==> config.mk <==
export PLATFORM = sky130hd
export DESIGN_NAME = hr_bridge_param_flat
export DESIGN_NICKNAME = d
export VERILOG_FILES = /design/src/rtl/hr_bridge_param_if.sv /design/src/rtl/hr_bridge_param.sv /design/src/flat_wrapper.sv
export SDC_FILE = /design/constraint.sdc
export NUM_CORES = 2
export LEC_CHECK = 0
export ABC_AREA = 0
export CAP_MARGIN = 15
export CORE_AREA = 2 2 471 473
export CTS_CLUSTER_DIAMETER = 60
export DETAILED_ROUTE_END_ITERATION = 12
export DIE_AREA = 0 0 473 475
export HOLD_SLACK_MARGIN = 0.06
export PLACE_DENSITY = 0.8
export SKIP_CTS_REPAIR_TIMING = 1
export SKIP_LAST_GASP = 1
export SLEW_MARGIN = 25
export SYNTH_ARGS = -nofsm -noshare
export SYNTH_HDL_FRONTEND = slang
export SYNTH_SLANG_ARGS = --single-unit
==> constraint.sdc <==
create_clock -name clk -period 9.9 [get_ports clk]
set_clock_uncertainty 0.1 [all_clocks]
set_input_delay 2.475 -clock clk [delete_from_list [all_inputs] [get_ports clk]]
set_output_delay 2.475 -clock clk [all_outputs]
set_load 0.05 [all_outputs]
==> src/rtl/hr_bridge_param_if.sv <==
// hr_bridge_param_if
//    Bundles the ring slot buses and status outputs of the hierarchical-ring
//    bridge so that the bridge and its environment connect through one port.
//    Signals:
//       loc_i / loc_o     local ring slots in / out, channel c at [c*FLIT_W +: FLIT_W]
//       glb_i / glb_o     global ring slots in / out, same packing
//       l2g_cnt_o         local->global FIFO occupancy, CNT_W bits per channel
//       g2l_cnt_o         global->local FIFO occupancy, CNT_W bits per channel
//       defl_l_o          saturating count of deflected local flits
//       defl_g_o          saturating count of deflected global flits
//    Modports:
//       master            ring side: drives arriving slots, observes the rest
//       slave             bridge side
interface hr_bridge_param_if #(
   parameter int FLIT_W = 144,
   parameter int NUM_CH = 2,
   parameter int DEPTH  = 4
);
   localparam int CNT_W = $clog2(DEPTH) + 1;

   logic [NUM_CH*FLIT_W-1:0] loc_i;
   logic [NUM_CH*FLIT_W-1:0] loc_o;
   logic [NUM_CH*FLIT_W-1:0] glb_i;
   logic [NUM_CH*FLIT_W-1:0] glb_o;
   logic [NUM_CH*CNT_W-1:0]  l2g_cnt_o;
   logic [NUM_CH*CNT_W-1:0]  g2l_cnt_o;
   logic [15:0]              defl_l_o;
   logic [15:0]              defl_g_o;

   modport master (
      output loc_i, glb_i,
      input  loc_o, glb_o, l2g_cnt_o, g2l_cnt_o, defl_l_o, defl_g_o
   );

   modport slave (
      input  loc_i, glb_i,
      output loc_o, glb_o, l2g_cnt_o, g2l_cnt_o, defl_l_o, defl_g_o
   );
endinterface

==> src/rtl/hr_bridge_param.sv <==
// hr_bridge_param
//    Bridge between one local ring and one global ring with NUM_CH parallel
//    channels per ring. Per channel, flits that must change rings are ejected
//    into a transfer FIFO and later injected into a free slot of the other
//    ring. When the FIFO is full the flit stays on its ring (deflection) and
//    is counted.
//    Ports:
//       clk     rising-edge clock
//       rst     synchronous active-high reset
//       bus     hr_bridge_param_if.slave (ring slots, FIFO counts, deflection counts)
module hr_bridge_param #(
   parameter int FLIT_W    = 144,
   parameter int NUM_CH    = 2,
   parameter int DEPTH     = 4,
   parameter int RID_W     = 4,
   parameter int RID_LSB   = 4,
   parameter int LOCAL_RID = 0
) (
   input logic               clk,
   input logic               rst,
   hr_bridge_param_if.slave  bus
);
   localparam int PTR_W = $clog2(DEPTH);
   localparam int CNT_W = PTR_W + 1;

   typedef logic [FLIT_W-1:0] flit_t;

   flit_t             l2g_mem [NUM_CH][DEPTH];
   flit_t             g2l_mem [NUM_CH][DEPTH];
   logic [PTR_W-1:0]  l2g_wr  [NUM_CH];
   logic [PTR_W-1:0]  l2g_rd  [NUM_CH];
   logic [CNT_W-1:0]  l2g_cnt [NUM_CH];
   logic [PTR_W-1:0]  g2l_wr  [NUM_CH];
   logic [PTR_W-1:0]  g2l_rd  [NUM_CH];
   logic [CNT_W-1:0]  g2l_cnt [NUM_CH];

   logic [NUM_CH*FLIT_W-1:0] loc_q, glb_q, loc_next, glb_next;
   logic [NUM_CH-1:0]        l2g_enq, l2g_deq, g2l_enq, g2l_deq;
   logic [NUM_CH-1:0]        l_defl, g_defl;
   logic [15:0]              defl_l_q, defl_g_q, defl_l_next, defl_g_next;
   logic [16:0]              defl_l_sum, defl_g_sum;

   // Slot decisions for every channel. Full and empty tests look only at the
   // registered counts, so a dequeue never makes room for an enqueue in the
   // same cycle and a freshly enqueued flit cannot bypass to the other ring.
   always_comb begin : slot_logic
      flit_t lf, gf;
      logic  l_cross, l_free, g_cross, g_free;
      lf       = '0;
      gf       = '0;
      l_cross  = 1'b0;
      l_free   = 1'b0;
      g_cross  = 1'b0;
      g_free   = 1'b0;
      loc_next = '0;
      glb_next = '0;
      l2g_enq  = '0;
      l2g_deq  = '0;
      g2l_enq  = '0;
      g2l_deq  = '0;
      l_defl   = '0;
      g_defl   = '0;
      for (int c = 0; c < NUM_CH; c++) begin
         lf = bus.loc_i[c*FLIT_W +: FLIT_W];
         gf = bus.glb_i[c*FLIT_W +: FLIT_W];

         l_cross    = lf[0] && (lf[RID_LSB +: RID_W] != RID_W'(LOCAL_RID));
         l2g_enq[c] = l_cross && (l2g_cnt[c] != CNT_W'(DEPTH));
         l_defl[c]  = l_cross && (l2g_cnt[c] == CNT_W'(DEPTH));
         l_free     = !lf[0] || l2g_enq[c];

         g_cross    = gf[0] && (gf[RID_LSB +: RID_W] == RID_W'(LOCAL_RID));
         g2l_enq[c] = g_cross && (g2l_cnt[c] != CNT_W'(DEPTH));
         g_defl[c]  = g_cross && (g2l_cnt[c] == CNT_W'(DEPTH));
         g_free     = !gf[0] || g2l_enq[c];

         g2l_deq[c] = l_free && (g2l_cnt[c] != '0);
         l2g_deq[c] = g_free && (l2g_cnt[c] != '0);

         if (g2l_deq[c])
            loc_next[c*FLIT_W +: FLIT_W] = g2l_mem[c][g2l_rd[c]];
         else if (!l_free)
            loc_next[c*FLIT_W +: FLIT_W] = lf;

         if (l2g_deq[c])
            glb_next[c*FLIT_W +: FLIT_W] = l2g_mem[c][l2g_rd[c]];
         else if (!g_free)
            glb_next[c*FLIT_W +: FLIT_W] = gf;
      end
   end

   // Several channels may deflect in the same cycle, so the counters add the
   // number of deflections; a 17-bit sum exposes the overflow for saturation.
   always_comb begin
      defl_l_sum = {1'b0, defl_l_q};
      defl_g_sum = {1'b0, defl_g_q};
      for (int c = 0; c < NUM_CH; c++) begin
         defl_l_sum = defl_l_sum + 17'(l_defl[c]);
         defl_g_sum = defl_g_sum + 17'(g_defl[c]);
      end
      defl_l_next = defl_l_sum[16] ? 16'hFFFF : defl_l_sum[15:0];
      defl_g_next = defl_g_sum[16] ? 16'hFFFF : defl_g_sum[15:0];
   end

   // FIFO storage needs no reset: only entries inside the valid pointer
   // window are ever read.
   always_ff @(posedge clk) begin
      for (int c = 0; c < NUM_CH; c++) begin
         if (l2g_enq[c]) l2g_mem[c][l2g_wr[c]] <= bus.loc_i[c*FLIT_W +: FLIT_W];
         if (g2l_enq[c]) g2l_mem[c][g2l_wr[c]] <= bus.glb_i[c*FLIT_W +: FLIT_W];
      end
   end

   // Output slots, FIFO pointers/counts and deflection counters. Pointers
   // wrap naturally because DEPTH is a power of two.
   always_ff @(posedge clk) begin
      if (rst) begin
         loc_q    <= '0;
         glb_q    <= '0;
         defl_l_q <= '0;
         defl_g_q <= '0;
         for (int c = 0; c < NUM_CH; c++) begin
            l2g_wr[c]  <= '0;
            l2g_rd[c]  <= '0;
            l2g_cnt[c] <= '0;
            g2l_wr[c]  <= '0;
            g2l_rd[c]  <= '0;
            g2l_cnt[c] <= '0;
         end
      end else begin
         loc_q    <= loc_next;
         glb_q    <= glb_next;
         defl_l_q <= defl_l_next;
         defl_g_q <= defl_g_next;
         for (int c = 0; c < NUM_CH; c++) begin
            if (l2g_enq[c]) l2g_wr[c] <= l2g_wr[c] + PTR_W'(1);
            if (l2g_deq[c]) l2g_rd[c] <= l2g_rd[c] + PTR_W'(1);
            if (g2l_enq[c]) g2l_wr[c] <= g2l_wr[c] + PTR_W'(1);
            if (g2l_deq[c]) g2l_rd[c] <= g2l_rd[c] + PTR_W'(1);
            l2g_cnt[c] <= l2g_cnt[c] + CNT_W'(l2g_enq[c]) - CNT_W'(l2g_deq[c]);
            g2l_cnt[c] <= g2l_cnt[c] + CNT_W'(g2l_enq[c]) - CNT_W'(g2l_deq[c]);
         end
      end
   end

   // Pack per-channel counts onto the flat status buses.
   always_comb begin
      bus.l2g_cnt_o = '0;
      bus.g2l_cnt_o = '0;
      for (int c = 0; c < NUM_CH; c++) begin
         bus.l2g_cnt_o[c*CNT_W +: CNT_W] = l2g_cnt[c];
         bus.g2l_cnt_o[c*CNT_W +: CNT_W] = g2l_cnt[c];
      end
   end

   assign bus.loc_o    = loc_q;
   assign bus.glb_o    = glb_q;
   assign bus.defl_l_o = defl_l_q;
   assign bus.defl_g_o = defl_g_q;
endmodule

==> src/flat_wrapper.sv <==
// flat-port wrapper written by rule: the top's interface ports become plain ports
module hr_bridge_param_flat 
#(
   parameter int FLIT_W    = 144,
   parameter int NUM_CH    = 2,
   parameter int DEPTH     = 4,
   parameter int RID_W     = 4,
   parameter int RID_LSB   = 4,
   parameter int LOCAL_RID = 0
)
  (clk, rst, bus_loc_i, bus_glb_i, bus_loc_o, bus_glb_o, bus_l2g_cnt_o, bus_g2l_cnt_o, bus_defl_l_o, bus_defl_g_o);
  hr_bridge_param_if #(.FLIT_W(FLIT_W), .NUM_CH(NUM_CH), .DEPTH(DEPTH)) bus_i ();
  input logic clk;
  input logic rst;
  input wire logic [$bits(bus_i.loc_i)-1:0] bus_loc_i;
  input wire logic [$bits(bus_i.glb_i)-1:0] bus_glb_i;
  output wire logic [$bits(bus_i.loc_o)-1:0] bus_loc_o;
  output wire logic [$bits(bus_i.glb_o)-1:0] bus_glb_o;
  output wire logic [$bits(bus_i.l2g_cnt_o)-1:0] bus_l2g_cnt_o;
  output wire logic [$bits(bus_i.g2l_cnt_o)-1:0] bus_g2l_cnt_o;
  output wire logic [$bits(bus_i.defl_l_o)-1:0] bus_defl_l_o;
  output wire logic [$bits(bus_i.defl_g_o)-1:0] bus_defl_g_o;
  assign bus_i.loc_i = bus_loc_i;
  assign bus_i.glb_i = bus_glb_i;
  assign bus_loc_o = bus_i.loc_o;
  assign bus_glb_o = bus_i.glb_o;
  assign bus_l2g_cnt_o = bus_i.l2g_cnt_o;
  assign bus_g2l_cnt_o = bus_i.g2l_cnt_o;
  assign bus_defl_l_o = bus_i.defl_l_o;
  assign bus_defl_g_o = bus_i.defl_g_o;
  hr_bridge_param #(.FLIT_W(FLIT_W), .NUM_CH(NUM_CH), .DEPTH(DEPTH), .RID_W(RID_W), .RID_LSB(RID_LSB), .LOCAL_RID(LOCAL_RID)) u_core (.clk(clk), .rst(rst), .bus(bus_i));
endmodule
==> results.json <==
{
  "hp-class": "flip-flop to flip-flop",
  "synthAdderAreaFrac_pct": 0.4068,
  "hold_depth": 2,
  "power.leakage_uw": 0.04236,
  "htree_num_levels": 5,
  "path_buf_inv": 2,
  "worstRegToRegCells": 6,
  "chipHeight_um": 475,
  "synthesis.area_um2": 103300,
  "cp_data_arrival_time_ps": 6260,
  "startpoint_type": "input port",
  "synth_cells": 4650,
  "maxSlewHeadroom_pct": 20.68,
  "synth-seq-cells": 2940,
  "fin_nets": 6566,
  "hp-start": "u_core.bus.defl_l_o[13]",
  "cts-root-buf": "clkbuf_16",
  "grt.total_usage_pct": 28.14,
  "total_power_uw": 36980,
  "coreArea_um2": 219100,
  "grt_max_degree": 144,
  "async_reset_ff_share_pct": 0,
  "path_class": "input port to flip-flop",
  "final_area_um2": 129000,
  "gr-total-overflow": 0,
  "place.gp.congestion": 0.9047,
  "cts_tree": "built",
  "syn-mean-instance-area_um2": 22.22,
  "whs_endpoint": "u_core.bus.defl_l_o[12]",
  "synth_xor_area_share_pct": 0.2119,
  "place_inst": 8512,
  "synth_nets": 5258,
  "die_w_um": 473,
  "finalWorstSetupSlack_ps": 4340,
  "drc": 0,
  "cts_sinks": 2940,
  "synth-simple-area-share_pct": 0.8597,
  "drt_wl_total_um": 330700,
  "slew_violations": 0,
  "yosysWarnings": 0,
  "cp_slowest_cell": "or4_1",
  "drt_iter0_markers": 8714,
  "cts_made_buffers": 310,
  "required_ps": 10600,
  "tightest_slew_ps": 1190,
  "rsz0062_at_grt": "false",
  "place_hpwl_um": 200600,
  "fin_cells": 9171,
  "final-setup-viol-count": 0,
  "crit_chain": "clkdlybuf4s50_1 > or4_4 > nor2_1 > nand2_1 > fa_1 > inv_1 > ha_1 > nand4_1 > or4_1 > a31oi_1",
  "max_stage_delay_ps": 840,
  "port_buffers": 1197,
  "drive_above_1_share_pct": 18.36,
  "synth_top_family_by_area": "multiplexers",
  "endpoint_kind": "flip-flop",
  "period_needed_ps": 5560,
  "viasPerCell": 6.288,
  "period_share_pct": 56.16,
  "vias": 57670,
  "final_common_cell": "edfxtp_1",
  "muxShareOfSynthArea_pct": 12.55,
  "clock_path_buffers": 4,
  "num_rows": 172,
  "setup-tns-final_ps": 0,
  "synth_compound_area_share_pct": 5.276,
  "clock_latency_ps": 950,
  "first_global_vias": 56644,
  "outcome": "complete, no violations",
  "vdd_drop_max_mv": 0.2617,
  "yosys_most_used_dff": "edfxtp_1",
  "antenna_found_initial": 135,
  "start_util_pct": 47.17,
  "pin_count": 1198,
  "routedWlPerCell_um": 36.06,
  "grt_pass1_wl_um": 442400,
  "ant_nets": 0,
  "power.density_nw_per_um2": 286.6,
  "cts.clk_slew.worst_paths_ps": 60,
  "layout_common_cells": "edfxtp_1, clkdlybuf4s50_1, dfxtp_1, mux4_2, a22o_1",
  "areaGrowthSynthToFinish_pct": 24.88,
  "die-area_um2": 224700,
  "drv_cap": 0,
  "place_area_um2": 118500,
  "reg2reg_to": "u_core.bus.glb_o[51]",
  "fmax_mhz": 179.9,
  "dr.pass1.iters": 6,
  "synth_edf_count": 2320,
  "worstReg2RegStart": "u_core.g2l_cnt[0][2]",
  "cp_max_fo": 12,
  "critical_path.top_delay_family": "simple AND/OR/NAND/NOR gates",
  "synth-seq-area-share_pct": 79.43,
  "finalHoldViolCount": 0,
  "rrSetupSlack_ps": 5960,
  "post-place-ws_ps": 3443,
  "yosys.cell_types.count": 54
}
[how the worst max path moves through the flow]
stage,start,endpoint,slack [ps],cells after the start
2_1_floorplan,bus_glb_i[151],u_core.g2l_mem[0][1000],2550,3
3_3_place_gp,bus_glb_i[151],u_core.bus.defl_g_o[10],3470,10
3_5_place_dp,bus_glb_i[150],u_core.bus.defl_g_o[10],3440,10
4_1_cts,bus_glb_i[151],u_core.bus.defl_g_o[10],4370,10
5_1_grt,bus_glb_i[151],u_core.bus.defl_g_o[10],4200,10
6_report,bus_glb_i[151],u_core.bus.defl_g_o[10],4340,10
[registers in the layout, summed over array words and instances, names as in the netlist]
register             cells
u_core.bus.loc_o       288
u_core.l2g_rd            4
u_core.bus.defl_g_o     16
u_core.g2l_rd            4
u_core.bus.glb_o       288
u_core.g2l_wr            4
u_core.g2l_cnt           6
u_core.l2g_wr            4
u_core.g2l_mem        1152
u_core.l2g_cnt           6
u_core.l2g_mem        1152
u_core.bus.defl_l_o     16
[cells in the mapped netlist (3+ instances only)]
library cell / count / area, µm²
a22o_1: 571 / 5001
or2_2: 8 / 50.05
clkbuf_1: 144 / 540.5
and4_1: 4 / 35.03
and3_1: 5 / 31.28
a21o_1: 4 / 30.03
nor2_1: 29 / 108.9
nand2_1: 18 / 67.56
inv_1: 29 / 108.9
nor3b_1: 6 / 45.04
and2_1: 22 / 137.6
nor2_2: 4 / 25.02
edfxtp_1: 2320 / 69670
dfxtp_1: 620 / 12410
xor2_1: 10 / 87.58
buf_2: 74 / 370.4
o21ai_0: 7 / 35.03
nand4_1: 10 / 62.56
nand3_1: 7 / 35.03
fa_1: 6 / 120.1
buf_1: 23 / 86.33
nand2b_1: 3 / 18.77
ha_1: 24 / 300.3
a31oi_1: 8 / 50.05
buf_4: 12 / 90.09
a211oi_1: 3 / 22.52
a21oi_1: 25 / 125.1
buf_6: 9 / 101.4
or3_1: 4 / 25.02
nor3_1: 8 / 40.04
xnor2_1: 15 / 131.4
nor2b_1: 9 / 56.30
mux4_2: 576 / 12970
[layer usage]
metal / part of all wire (%) / wire, µm / up-vias / GRT usage, %
met5: 0.099 / 329 / - / 0
met3: 13 / 42330 / 1026 / 9.220
met1: 32 / 107300 / 29648 / 33.54
li1: - / - / 22168 / -
met4: 8.8 / 29040 / 52 / 21.13
met2: 46 / 151700 / 4776 / 42.76
[worst min-delay path, cell delays in order, from the launching register on]
cell,delay [ps]
dfxtp_1,370
nand3_1,90
a311oi_1,80
[through the flow]
| step | util, % | hold WS [ps] |
|---|---|---|
| after detailed placement | 54.09 | 449.8 |
| after floorplan | - | 489.4 |
| after global routing | 58.88 | 453.9 |
| after CTS | 58.72 | 422.5 |
| after global placement | 54.07 | 447.4 |
| final | 58.90 | 418.0 |
[kinds of logic (layout without fill, tap and decap cells)]
group,after synthesis,after routing
flip-flops,2940,2940
other,0,106
multiplexers,576,576
buffers and inverters,292,1836
XOR/XNOR,25,25
adder cells (fa/ha/maj),30,30
AND/OR/NAND/NOR,151,151
AO/OA/AOI/OAI,636,636
[final cells by class]
class	instances	area, µm²
antenna	106	265.3
clock buffer	415	8519
clock inverter	133	1627
fill	14733	90040
inverter	30	112.6
multi-input combinational	1418	20020
sequential	2940	82080
tap	2871	3592
timing repair buffer	1258	12820
[power breakdown]
part	switching, µW	leakage [µW]	internal [µW]
Clock	4840	0.00496	6860
Combinational	6320	0.0112	3720
Sequential	615	0.0262	14600
Note: power is estimated with default switching activity, not from simulation.
